**config.mk**
```make
export PLATFORM = sky130hd
export DESIGN_NAME = bus_drive_sequencer
export DESIGN_NICKNAME = d
export VERILOG_FILES = /design/src/rtl/bus_drive_pkg.sv /design/src/rtl/phase_counter.sv /design/src/rtl/bus_drive_sequencer.sv
export SDC_FILE = /design/constraint.sdc
export NUM_CORES = 1
export LEC_CHECK = 0
export ABC_CLOCK_PERIOD_IN_PS = 2100
export CAP_MARGIN = 20
export CORE_AREA = 2 2 39 41
export DETAILED_ROUTE_END_ITERATION = 7
export DIE_AREA = 0 0 41 43
export DONT_BUFFER_PORTS = 1
export GPL_TIMING_DRIVEN = 0
export PLACE_DENSITY_LB_ADDON = 0.2
export SLEW_MARGIN = 20
export SYNTH_ARGS = -nofsm -noshare
export SYNTH_HDL_FRONTEND = slang
export SYNTH_HIERARCHICAL = 1
export SYNTH_SLANG_ARGS = --single-unit
```
**constraint.sdc**
```tcl
create_clock -name clk -period 2.1 [get_ports clk]
set_input_delay 0.63 -clock clk [delete_from_list [all_inputs] [get_ports clk]]
set_output_delay 0.63 -clock clk [all_outputs]
set_load 0.005 [all_outputs]
```
**src/rtl/bus_drive_pkg.sv**
```systemverilog
// Shared types and helpers for the bus drive sequencer: FSM states, direction constant,
// and phase counter width.
package bus_drive_pkg;

    typedef enum logic [1:0] {IDLE, SETUP, DRIVE, TURN} state_t;

    localparam logic DIR_A_TO_B = 1'b1;

    // The counter must hold the largest load value; it never needs fewer than one bit.
    function automatic int cnt_width(input int hold, input int turn);
        int m;
        m = (hold > turn) ? hold : turn;
        return (m < 1) ? 1 : $clog2(m + 1);
    endfunction

endpackage

```
**src/rtl/phase_counter.sv**
```systemverilog
// Loadable down-counter with a zero flag, used for both the DRIVE and TURN phases.
module phase_counter #(
    parameter int W = 1
) (
    input  logic         clk,
    input  logic         reset,
    input  logic         load,
    input  logic         dec,
    input  logic [W-1:0] load_val,
    output logic         zero
);

    logic [W-1:0] count;

    always_ff @(posedge clk or posedge reset) begin
        if (reset)
            count <= '0;
        else if (load)
            count <= load_val;
        else if (dec && count != '0)
            count <= count - W'(1);
    end

    assign zero = (count == '0);

endmodule

```
**src/rtl/bus_drive_sequencer.sv**
```systemverilog
// Sequences a transceiver output enable through SETUP/DRIVE/TURN around a registered A-side word.
// Optional sticky contention detection is enabled with BUS_DRIVE_CONTENTION_CHECK_EN.
module bus_drive_sequencer
    import bus_drive_pkg::*;
#(
    parameter int WIDTH       = 8,
    parameter int HOLD_CYCLES = 2,
    parameter int TURNAROUND  = 1
) (
    input  logic             clk,
    input  logic             reset,
    input  logic             in_valid,
    output logic             in_ready,
    input  logic [WIDTH-1:0] in_data,
    input  logic             bus_busy,
    output logic [WIDTH-1:0] a_data,
    output logic             oe_n,
    output logic             dir,
    output logic             done,
    output logic             contention_err
);

    localparam int CNT_W = cnt_width(HOLD_CYCLES, TURNAROUND);
    localparam logic [CNT_W-1:0] HOLD_LOAD = CNT_W'(HOLD_CYCLES - 1);
    localparam logic [CNT_W-1:0] TURN_LOAD = (TURNAROUND > 0) ? CNT_W'(TURNAROUND - 1) : '0;

    if (HOLD_CYCLES < 1) begin : g_bad_hold
        $fatal(1, "bus_drive_sequencer: HOLD_CYCLES must be at least 1");
    end

    state_t             state, state_next;
    logic               cnt_load, cnt_dec, cnt_zero;
    logic [CNT_W-1:0]   cnt_val;

    always_ff @(posedge clk or posedge reset) begin
        if (reset)
            state <= IDLE;
        else
            state <= state_next;
    end

    always_comb begin
        state_next = state;
        cnt_load   = 1'b0;
        cnt_dec    = 1'b0;
        cnt_val    = HOLD_LOAD;
        case (state)
            IDLE:  if (in_valid) state_next = SETUP;
            SETUP: if (!bus_busy) begin
                state_next = DRIVE;
                cnt_load   = 1'b1;
                cnt_val    = HOLD_LOAD;
            end
            DRIVE: if (cnt_zero) begin
                if (TURNAROUND == 0) begin
                    state_next = IDLE;
                end else begin
                    state_next = TURN;
                    cnt_load   = 1'b1;
                    cnt_val    = TURN_LOAD;
                end
            end else begin
                cnt_dec = 1'b1;
            end
            TURN:  if (cnt_zero) state_next = IDLE;
                   else          cnt_dec    = 1'b1;
            default: state_next = IDLE;
        endcase
    end

    phase_counter #(.W(CNT_W)) u_cnt (
        .clk      (clk),
        .reset    (reset),
        .load     (cnt_load),
        .dec      (cnt_dec),
        .load_val (cnt_val),
        .zero     (cnt_zero)
    );

    // The word is captured only on the accept edge and then held for the whole transfer.
    always_ff @(posedge clk or posedge reset) begin
        if (reset)
            a_data <= '0;
        else if (state == IDLE && in_valid)
            a_data <= in_data;
    end

    // Enables decode from registered state only, so they cannot glitch on input changes.
    assign in_ready = (state == IDLE);
    assign oe_n     = (state != DRIVE);
    assign done     = (state == DRIVE) && cnt_zero;
    assign dir      = DIR_A_TO_B;

`ifdef BUS_DRIVE_CONTENTION_CHECK_EN
    always_ff @(posedge clk or posedge reset) begin
        if (reset) begin
            contention_err <= 1'b0;
        end else if (!oe_n && bus_busy) begin
            contention_err <= 1'b1;
            $error("bus_drive_sequencer: bus contention at time %0t", $time);
        end
    end
`else
    assign contention_err = 1'b0;
`endif

endmodule
```
==> impl_metrics.ini <==
[sta]
final-setup-viol-count = 0
max_freq_ghz = 0.539
drv_slew = 0
hold_violations = 0
timing.setup.tns_ps = 0
rsz0062_at_grt = no
finalCritPeriodShare = 0.883
layout_min_cycle_time_ps = 1850
final.setup_skew_ps = 1.65

[setup_path]
worstPathArrival_ps = 2010
criticalPathCategory = flip-flop to flip-flop
worst-path-max-fanout = 6
endpoint_kind = flip-flop
cp-start-kind = flip-flop
required_ps = 2250

[route]
drtIter0Drc = 8
vias = 395
viasPerCell = 5.00
routedWlPerCell_um = 12.8
dr.pass1.iters = 2
antenna_left = 0
wirelength_mm = 1.02
drc = 0

[finish]
drive_above_1_share = 0.302
antenna_cells = 0
fin_cells = 79
area_growth_pct = 9.02
nFillCells = 122
stdcell_area_um2 = 726
nNetsFinal = 82

[synthesis]
ys_warn_count = 6
ys_seq_area_frac = 0.451
syn_inst = 58
synth_area_um2 = 666
synthDistinctLibCells = 19
synth_seq_cells = 12
syn_area_per_cell_um2 = 11.5

[die]
dieHeight_um = 43
coreArea_um2 = 1380
rows = 14
start_util = 0.481
die_x_um = 41
ioPinCount = 25
dieArea_um2 = 1760

[power]
ir_drop_v = 0.000729
p_per_area_nw_per_um2 = 1620
p_leak_nw = 0.360
power_mw = 1.18

[place]
dpl_cell_area_um2 = 689
gp_congestion = 0.680
placed_cells = 75
dp_hpwl_um = 800
portBuffers = 0

[worst_hold_path]
hold_path.class = primary input to asynchronous set/reset pin

[grt]
grt-busiest-layer = met2
globalRouteOverflowTotal = 0
grt_pass1_wl_mm = 1.53
use_met1 = 0.155
track_usage = 0.139
use_met2 = 0.194
grt_pass1_vias = 376
antenna_found_initial = 0
groute.layer.met3.usage = 0.0681
grt_max_degree = 11

[cts]
clk_latency_ps = 270
cts_buffers = 3
clk_pin_slew_ps = 70
clock_path_buffers = 2
post_cts_buffers = 0
cts_hold_buf = 0
h-tree-depth = 1
cts_sinks = 12
root_buffer = clkbuf_4
cts_resized = 0
cts_tree = yes

[outcome]
status = finished clean

[flow_run]
maxCapViolations = 0
-- sequential cells by signal, indices dropped and copies added (netlist names) --
register     cells
a_data           8
state            2
u_cnt/count      2
-- worst max-delay path, cell delays in order (launching register included) --
cell and delay (ps):
dfrtp_1 410, inv_1 130, ha_1 210, nand2_1 100, a21boi_1 330, and2b_4 240, a221o_1 310
-- path summary, 6_finish.rpt --
kind                            startpoint             end  slack, ps  cells after the start
min in group clk                in_data[4]       a_data[4]        510                      1
max in group asynchronous            reset       a_data[0]       1610                      1
worst min register to register   a_data[0]       a_data[0]        530                      1
worst max-delay path              state[0]  u_cnt/count[0]        250                      6
worst min-delay path                 reset  u_cnt/count[0]         90                      1
worst max register to register    state[0]  u_cnt/count[0]        250                      6
-- synth_stat cells --
cell type,instances,share of area
a221o_1,2,0.030
mux2_4,1,0.023
and2b_1,1,0.011
a21boi_0,1,0.011
conb_1,2,0.011
nor2_1,4,0.023
nand2_1,2,0.011
mux2i_1,1,0.015
nand2b_1,2,0.019
buf_4,2,0.023
inv_1,8,0.045
dfrtp_1,12,0.45
nor4b_1,2,0.026
ha_1,6,0.11
nand2_2,1,0.0094
mux2_2,8,0.14
o221ai_2,1,0.023
and2b_4,1,0.015
inv_2,1,0.0056
-- metal layers --
metal | routed length (um) | share of wire
met1 | 409 | 0.40
met2 | 525 | 0.52
met3 | 69 | 0.068
met4 | 11 | 0.011
met5 | 0 | 0
-- area by class of cell --
| class | instances | area, um^2 | area share |
|---|---|---|---|
| Clock buffer | 4 | 36.3 | 0.0500 |
| Multi-Input combinational cell | 36 | 320 | 0.441 |
| Buffer | 2 | 15.0 | 0.0207 |
| Tap cell | 16 | 20.0 | 0.0276 |
| Sequential cell | 12 | 300 | 0.414 |
| Inverter | 9 | 33.8 | 0.0466 |
-- power by group --
part | internal (mW) | switching, mW
sequential | 0.356 | 0.0897
clock | 0.105 | 0.0723
combinational | 0.306 | 0.248
total | 0.767 | 0.410
-- through the flow --
step	hold WS (ps)	utilization	setup WS, ps
2_1_floorplan	371	-	319
3_3_place_gp	374	0.498	128
3_5_place_dp	376	0.498	105
4_1_cts	77.7	0.524	87.9
5_1_grt	77.5	0.524	21.9
6_report	90.2	0.524	246
-- placed cells by master (no fill, tap or decap), drive strengths merged, types with 2 or more instances in the layout --
| cell type | instances |
|---|---|
| inv | 9 |
| dfrtp | 12 |
| and2b | 2 |
| clkbuf | 4 |
| nor2 | 4 |
| nand2 | 3 |
| nand2b | 2 |
| nor4b | 2 |
| conb | 3 |
| ha | 6 |
| a221o | 2 |
| buf | 2 |
| mux2 | 9 |
-- cells by family after synthesis --
family | count (synthesis) | synth area share
AND/OR/NAND/NOR | 13 | 0.115
flip-flops | 12 | 0.451
buffers and inverters | 11 | 0.0733
multiplexers | 10 | 0.173
adder cells (fa/ha/maj) | 6 | 0.113
AO/OA/AOI/OAI | 4 | 0.0639
other | 2 | 0.0113
No activity file was read; power rests on OpenSTA's default activity.
